### config.mk
export PLATFORM = sky130hd
export DESIGN_NAME = fa_chunk_share_sched
export DESIGN_NICKNAME = d
export VERILOG_FILES = /design/src/rtl/fa_chunk_share_sched.sv
export SDC_FILE = /design/constraint.sdc
export NUM_CORES = 1
export LEC_CHECK = 0
export BUFFER_PORTS_ARGS = -buffer_cell sky130_fd_sc_hd__buf_2
export CORE_MARGIN = 2
export CORE_UTILIZATION = 26
export CTS_BUF_LIST = sky130_fd_sc_hd__clkbuf_2
export DETAILED_ROUTE_END_ITERATION = 8
export REMOVE_ABC_BUFFERS = 1
export SLEW_MARGIN = 20
export SYNTH_ARGS = -nofsm -noshare
export SYNTH_HDL_FRONTEND = slang
export SYNTH_SLANG_ARGS = --single-unit
### constraint.sdc
create_clock -name clk -period 6.3 [get_ports clk]
set_input_delay 1.575 -clock clk [delete_from_list [all_inputs] [get_ports clk]]
set_output_delay 1.575 -clock clk [all_outputs]
set_load 0.005 [all_outputs]
### src/rtl/fa_chunk_share_sched.sv
// rtl/fa_chunk_share_sched.sv - round-robin scheduler time-sharing one CHUNK-bit adder
//
// Purpose: NREQ requesters share a single CHUNK-wide ripple adder. An accepted
// OPW = CHUNK*NCHUNK bit add is sequenced LSB chunk first over NCHUNK cycles,
// with the carry registered between chunks. The result is held until consumed.
//
// Optional feature macro: FA_SCHED_SUB_EN (adds req_sub; sub=1 computes A-B).
//
// Ports:
//   clk        rising-edge clock
//   rst_n      synchronous reset, active low
//   req_valid  per-requester operand valid
//   req_ready  one-hot grant, only in IDLE
//   req_a      operand A, requester i at [i*OPW +: OPW]
//   req_b      operand B, same packing
//   req_cin    per-requester carry-in
//   req_sub    per-requester subtract select (FA_SCHED_SUB_EN only)
//   res_valid  result valid (DONE state)
//   res_ready  result consumer ready
//   res_sum    OPW-bit sum
//   res_cout   carry out of the MSB chunk
//   res_id     index of the requester owning the result
//   busy       high in RUN or DONE
module fa_chunk_share_sched #(
    parameter int NREQ   = 4,
    parameter int CHUNK  = 8,
    parameter int NCHUNK = 4,
    localparam int IDW = (NREQ > 1) ? $clog2(NREQ) : 1,
    localparam int OPW = CHUNK * NCHUNK
) (
    input  logic                 clk,
    input  logic                 rst_n,
    input  logic [NREQ-1:0]      req_valid,
    output logic [NREQ-1:0]      req_ready,
    input  logic [NREQ*OPW-1:0]  req_a,
    input  logic [NREQ*OPW-1:0]  req_b,
    input  logic [NREQ-1:0]      req_cin,
`ifdef FA_SCHED_SUB_EN
    input  logic [NREQ-1:0]      req_sub,
`endif
    output logic                 res_valid,
    input  logic                 res_ready,
    output logic [OPW-1:0]       res_sum,
    output logic                 res_cout,
    output logic [IDW-1:0]       res_id,
    output logic                 busy
);

    localparam int CW = (NCHUNK > 1) ? $clog2(NCHUNK) : 1;

    typedef enum logic [1:0] {
        S_IDLE = 2'd0,
        S_RUN  = 2'd1,
        S_DONE = 2'd2
    } state_e;

    state_e         state_q, state_d;
    logic [IDW-1:0] ptr_q, ptr_d;
    logic [IDW-1:0] id_q, id_d;
    logic [CW-1:0]  cnt_q, cnt_d;
    logic [OPW-1:0] a_q, a_d;
    logic [OPW-1:0] b_q, b_d;
    logic [OPW-1:0] sum_q, sum_d;
    logic           carry_q, carry_d;
    logic           cout_q, cout_d;

    // Round-robin pick: scan offsets from high to low so the smallest offset
    // from ptr (the first valid at or after ptr, wrapping) is written last.
    logic           win_vld;
    logic [IDW-1:0] win;
    int             arb_idx;

    always_comb begin
        win_vld = 1'b0;
        win     = '0;
        arb_idx = 0;
        for (int k = NREQ - 1; k >= 0; k--) begin
            arb_idx = int'(ptr_q) + k;
            if (arb_idx >= NREQ) begin
                arb_idx = arb_idx - NREQ;
            end
            if (req_valid[arb_idx]) begin
                win_vld = 1'b1;
                win     = IDW'(arb_idx);
            end
        end
    end

    // The one shared carry chain. The chunk carry-in is always carry_q: it is
    // loaded with the request's carry-in at accept, then with each chunk's carry.
    logic [CHUNK-1:0] a_chunk, b_chunk, s_chunk;
    logic             c_chunk;

    assign a_chunk = a_q[cnt_q*CHUNK +: CHUNK];
    assign b_chunk = b_q[cnt_q*CHUNK +: CHUNK];
    assign {c_chunk, s_chunk} = {1'b0, a_chunk} + {1'b0, b_chunk} + {{CHUNK{1'b0}}, carry_q};

    // Grant is suppressed while reset is asserted so all outputs read 0.
    logic grant;
    assign grant = rst_n && (state_q == S_IDLE) && win_vld;

    always_comb begin
        state_d   = state_q;
        ptr_d     = ptr_q;
        id_d      = id_q;
        cnt_d     = cnt_q;
        a_d       = a_q;
        b_d       = b_q;
        sum_d     = sum_q;
        carry_d   = carry_q;
        cout_d    = cout_q;
        req_ready = '0;

        case (state_q)
            S_IDLE: begin
                if (grant) begin
                    req_ready[win] = 1'b1;
                    a_d     = req_a[win*OPW +: OPW];
                    b_d     = req_b[win*OPW +: OPW];
                    carry_d = req_cin[win];
`ifdef FA_SCHED_SUB_EN
                    // A - B as A + ~B + 1; the inversion is done once at accept.
                    if (req_sub[win]) begin
                        b_d     = ~req_b[win*OPW +: OPW];
                        carry_d = 1'b1;
                    end
`endif
                    id_d    = win;
                    ptr_d   = (int'(win) == NREQ - 1) ? '0 : win + 1'b1;
                    cnt_d   = '0;
                    state_d = S_RUN;
                end
            end
            S_RUN: begin
                sum_d[cnt_q*CHUNK +: CHUNK] = s_chunk;
                carry_d = c_chunk;
                if (int'(cnt_q) == NCHUNK - 1) begin
                    cout_d  = c_chunk;
                    cnt_d   = '0;
                    state_d = S_DONE;
                end else begin
                    cnt_d = cnt_q + 1'b1;
                end
            end
            S_DONE: begin
                if (res_ready) begin
                    state_d = S_IDLE;
                end
            end
            default: begin
                state_d = S_IDLE;
            end
        endcase
    end

    always_ff @(posedge clk) begin
        if (!rst_n) begin
            state_q <= S_IDLE;
            ptr_q   <= '0;
            id_q    <= '0;
            cnt_q   <= '0;
            a_q     <= '0;
            b_q     <= '0;
            sum_q   <= '0;
            carry_q <= 1'b0;
            cout_q  <= 1'b0;
        end else begin
            state_q <= state_d;
            ptr_q   <= ptr_d;
            id_q    <= id_d;
            cnt_q   <= cnt_d;
            a_q     <= a_d;
            b_q     <= b_d;
            sum_q   <= sum_d;
            carry_q <= carry_d;
            cout_q  <= cout_d;
        end
    end

    assign res_valid = (state_q == S_DONE);
    assign busy      = (state_q != S_IDLE);
    assign res_sum   = sum_q;
    assign res_cout  = cout_q;
    assign res_id    = id_q;

endmodule

After elaboration in Yosys (flattened, before gate mapping):

Index checks and enable logic that the tools add are counted.

* output and inout port bits: 41
* ROM bits: 0
* latch bits: 0
* memories: 0
* bits of input ports: 267
* bits in registers: 106
* memory bits (writable): 0
* word-level logic and storage cells: 95

* multiplexer cells: 41
* div/mod/pow operators: 0
* eq/ne operators: 7
* bitwise logic cells: 0
* order comparisons: 10
* shift operators: 6
* add/subtract/negate cells: 12
* $mul: 0
* reductions and logical operators: 10

Operators by type and width (count)
* indexed part select 128 x 8 -> 32 bit: 2
* less-than comparator 32 x 4 -> 1 bit, second input constant: 4
* 2-to-1 mux 32 bit: 4
* indexed part select 32 x 6 -> 8 bit: 2
* negator 5 -> 34 bit: 1
* variable shift 8 x 34 -> 32 bit, first input constant: 1
* indexed part select 8 x 34 -> 32 bit: 1
* bitwise mux 32 bit: 1
* 2-to-1 mux 2 bit: 10
* 2-to-1 mux 1 bit: 15
* subtractor 3 x 3 -> 4 bit, second input constant: 3
* binary-select mux 1 bit (select 2 bit): 5
* adder 8 x 8 -> 9 bit: 1
* adder 9 x 1 -> 9 bit: 1
* greater-or-equal comparator 3 bit, second input constant: 3
* 2-to-1 mux 4 bit: 2
* adder 2 x 2 -> 3 bit, second input constant: 2
* equality test 2 x 1 -> 1 bit, second input constant: 3
* case mux 2 bit (3 select lines): 1
* AND reduction 2 bit: 3
* adder 2 x 1 -> 2 bit, second input constant: 2
* inequality test 2 bit, second input constant: 2
* case mux 2 bit (2 select lines): 1
* nonzero test 2 bit: 2
* other kinds (12): 14

Longest topological paths before layout:

* word-level depth: 16
* depth in mapped cells: 11
* depth with buffers taken out: 8

Worst setup path before layout:

No wires, ideal clock.

* path kind: input to output
* from: in req_valid[1]
* to: out req_ready[3]
* arrival: 2933 ps
* stages: 8
* slack: 1792 ps
* required time: 4725 ps
* path buffers: 3
* cells stage by stage: or3b_2 -> buf_4 -> nand2_4 -> inv_2 -> buf_6 -> buf_6 -> ha_1 -> and3_1

* cells in the longest elaborated chain, start to end: 13
* elaborated cells on any way between the ends: 28
* those cells by class: order compare (2); mux (24); reduce/logical (2)

RTL lines
* start: declaration: RTL line 33 `input logic [NREQ-1:0] req_valid,`
* binary-select mux 1 bit (select 2 bit): RTL line 82 `if (req_valid[arb_idx]) begin`
* 2-to-1 mux 1 bit (implied by the code) (2 in series): RTL line 82
* 2-to-1 mux 2 bit (3 in series): RTL line 82
* 2-to-1 mux 2 bit (*): RTL line 82
* named net win[0]: RTL line 70 `logic [IDW-1:0] win;`
* less-than comparator 2 x 3 -> 1 bit (implied by the code) or greater-or-equal comparator 2 x 1 -> 1 bit (tied branches): RTL line 117 `req_ready[win] = 1'b1;`
* logical AND 1 bit (implied by the code): RTL line 117
* 2-to-1 mux 1 bit (implied by the code): RTL line 117
* demux 1 bit (select 2 bit) (*): RTL line 117
* 2-to-1 mux 4 bit (*): RTL line 116 `if (grant) begin`
* 2-to-1 mux 4 bit (*): RTL line 114 `case (state_q)`
* end: declaration: RTL line 34 `output logic [NREQ-1:0] req_ready,`

Mark *: on every way through the listed nets, which the timed path passes. The rest lies on a longest branch. The select of a mux whose other input is x is not followed.

Worst setup path after layout:

* from: in req_valid[1]
* to: out req_ready[3]

* cells in the longest elaborated chain, start to end: 13
* elaborated cells on any way between the ends: 28
* those cells by class: order compare (2); mux (24); reduce/logical (2)

RTL lines (RTL line)
* binary-select mux 1 bit (select 2 bit): 82
* 2-to-1 mux 1 bit (implied by the code) (2 in series): 82
* 2-to-1 mux 2 bit (4 in series): 82
* less-than comparator 2 x 3 -> 1 bit (implied by the code) or greater-or-equal comparator 2 x 1 -> 1 bit (tied branches): 117
* logical AND 1 bit (implied by the code): 117
* 2-to-1 mux 1 bit (implied by the code): 117
* demux 1 bit (select 2 bit): 117
* 2-to-1 mux 4 bit (*): 116
* 2-to-1 mux 4 bit (*): 114

Mark *: on every way between the ends. The rest lies on a longest branch, timed or not. The select of a mux whose other input is x is not followed.

==> impl_results.md <==
* Outcome: finished, final reports clean
* Grt total ovfl at 0
* Top_reg_cell synth: dfxtp_1
* Setup repair after global routing missed its margin: no
* Vias/cell at 5.15
* DRT iter0 DRCs at 386
* Post-synth top area share at about a third
* Vias at ~6800
* Largest net degree at the start of global routing at 60
* Worst EP required at 4.72 ns
* Area growth syn-to-layout at 27.3%
* TritonCTS Buffers at 9
* Hold_buf cts at 0
* Slew at the pin closest to its max-slew limit at about 1.1 ns
* I/O pins at 308
* First-pass GRT wire length at 35.4 mm
* Startpoint class of the critical path: input pin
* P per Cell Area at a little under 200 nW/µm²
* Design Power at 0.00165 W
* DP HPWL at 17.6 mm
* Post-CTS resize count at 0
* Final Cycle Share at 78.6%
* DP Worst Slack at 1.31 ns
* Slew Limit Fails at 0
* Mapped Avg Cell Area at 9.16 µm²
* Cells after synthesis at 717
* Total Routed Length at 23.8 mm
* Hold depth at 2
* Worst Slack Setup Final at 1.35 ns
* DIE HEIGHT at 163 µm
* Post-Place Cell Area at 8270 µm²
* Signal arrival time at the worst endpoint at 3.38 ns
* Post-route setup TNS at 0 ns
* Final min period at 4.95 ns
* Remaining DRCs at 0
* Final antenna-violating net count at 0
* Clock latency on the worst-skew pair at 0.60 ns
* Clock skew at 0.0270 ns
* Num rows at 58
* Total track usage at 17.3%
* H-tree Lvls at 3
* Synth area leader: dfxtp_1
* Core box area at approximately 25000 µm²
* WL per Instance at 18.2 µm
* Number of synthesized register bits at 106
* Routability Congestion at 0.767
* Maximum VDD drop at 85.2 µV
* Clock buffer depth at 2
* Slew HR at roughly a quarter
* Final hold violations at 0
* Async SR Flop Fraction at 0%
* Nets@finish at between 1000 and 1500
* Post-Syn Area at between 6000 and 7000 µm²
* Crit. End Element: output pin
* R2r worst-path depth at 8
* Fmax at slightly above 0.2 GHz
* Number of synthesized flops with an enable pin at 0
* CTS tree: yes
* CTS Root Cell: clkbuf_2
* Final setup fails at 0
* Distinct cells, synth at between 50 and 60
* Initial core utilization at 26.3%
* Die area at ~27000 µm²
* Sequential area share after synthesis at around a third
* Share of cells above drive strength 1 at 36.7%
* Worst Hold Class: register to register
* Clk pin slew, worst setup/hold paths at 0.27 ns
* CP Max Fanout at between 40 and 50
* Die X at 163 µm
* Max-cap violations at 0
* ANT cells at 0
* TritonCTS Sinks at 106
* Leak pwr at 3.62 nW
* Top cells by area, synth: dfxtp_1, mux2i_1, a211o_1
* Initial antenna violation count at 0
* WS Path Type: input pin to output pin
* Total iterations of the first detailed-routing run at 5
* Vias in the first global route at around 6400
* Design Area, Final at 8360 µm²
* Synth Warn # at 0
* Postcts setup bufs at 0
* IO Port Bufs at approximately 310
## synthesized netlist by cell type, drive strengths merged (2+ instances only)
cell / count
o21a: 3
mux2i: 87
nor3: 3
a211o: 44
a211oi: 4
nand2b: 2
ha: 17
o221ai: 21
o22ai: 2
xnor2: 2
a32o: 4
nor4: 2
a21o: 3
and3: 6
nand2: 63
buf: 35
mux4: 16
clkbuf: 29
nor4b: 3
a31o: 2
a22oi: 27
o211ai: 44
fa: 2
a22o: 2
nor2b: 3
inv: 7
nand3: 65
a21oi: 14
nor2: 35
o21ai: 49
dfxtp: 106
## cell usage in the layout, fill, tap and decap left out, types with 14 or more instances in the layout
cell / instances
a211o_1: 44
a21oi_1: 14
a22oi_1: 27
buf_2: 307
dfxtp_1: 105
ha_1: 17
mux2i_1: 87
mux4_2: 16
nand2_1: 60
nand3_1: 65
nor2_1: 34
o211ai_1: 44
o21ai_0: 49
o221ai_1: 21
## registers in the layout, indices dropped and copies added, names as in the netlist
register	cells
res_sum	32
res_id	2
res_cout	1
ptr_q	2
a_q	32
carry_q	1
cnt_q	2
state_q	2
b_q	32
## cells by family after synthesis
| kind of cell | after synthesis | share of synthesized area [%] |
|---|---|---|
| buffers and inverters | 71 | 5.24 |
| muxes | 103 | 18.7 |
| DFF | 106 | 32.3 |
| xor gates and xnor gates | 3 | 0.400 |
| adders and majority gates | 19 | 3.85 |
| and+or+nand+nor | 190 | 14.4 |
| AOI/OAI and AO/OA | 225 | 25.0 |
## metrics by stage
stage | util [%] | instances | hold slack, ns
floorplan | - | 653 | 0.447
global placement | 33.1 | 1297 | 0.460
detailed placement | 33.1 | 1297 | 0.461
CTS | 33.5 | 1310 | 0.491
global route | 33.5 | 1310 | 0.518
finish | 33.5 | 1310 | 0.486
## layer usage
| metal | up-vias | global-route usage (%) | wire length (µm) |
|---|---|---|---|
| li1 | 3275 | - | - |
| met1 | 3223 | 22.4 | 10600 |
| met2 | 237 | 30.4 | 11800 |
| met3 | 15 | 2.83 | 1180 |
| met4 | 0 | 3.58 | 220 |
| met5 | - | 0 | 0 |
## power by group
part           total [W]  internal (W)  switching (W)
sequential      0.000775      0.000733      0.0000419
combinational   0.000571      0.000248       0.000322
clock           0.000304     0.0000830       0.000221
total            0.00165       0.00106       0.000585
## cell type report
cell class	instances	area [µm²]
tap	330	413
sequential	106	2120
clock inverter	4	46.3
inverter	7	28.8
multi-input combinational	540	4120
fill	2677	16600
timing repair buffer	314	1590
clock buffer	9	45.0
## worst max-delay path, stage by stage
cell	delay [ns]
buf_2	0.13
or3b_2	0.85
nand2_4	0.24
inv_2	0.08
ha_1	0.21
and3_1	0.17
buf_2	0.12
## final timing paths
kind | start | endpoint | slack [ns]
hold / removal | res_id[0]$_SDFFE_PN0P_ | res_id[0]$_SDFFE_PN0P_ | 0.49
setup / recovery | req_valid[1] | req_ready[3] | 1.35
setup reg to reg | cnt_q[0]$_SDFFE_PN0P_ | res_sum[30]$_SDFFE_PN0P_ | 2.34
hold reg to reg | res_id[0]$_SDFFE_PN0P_ | res_id[0]$_SDFFE_PN0P_ | 0.49
Power figures use the tool's default switching activity.
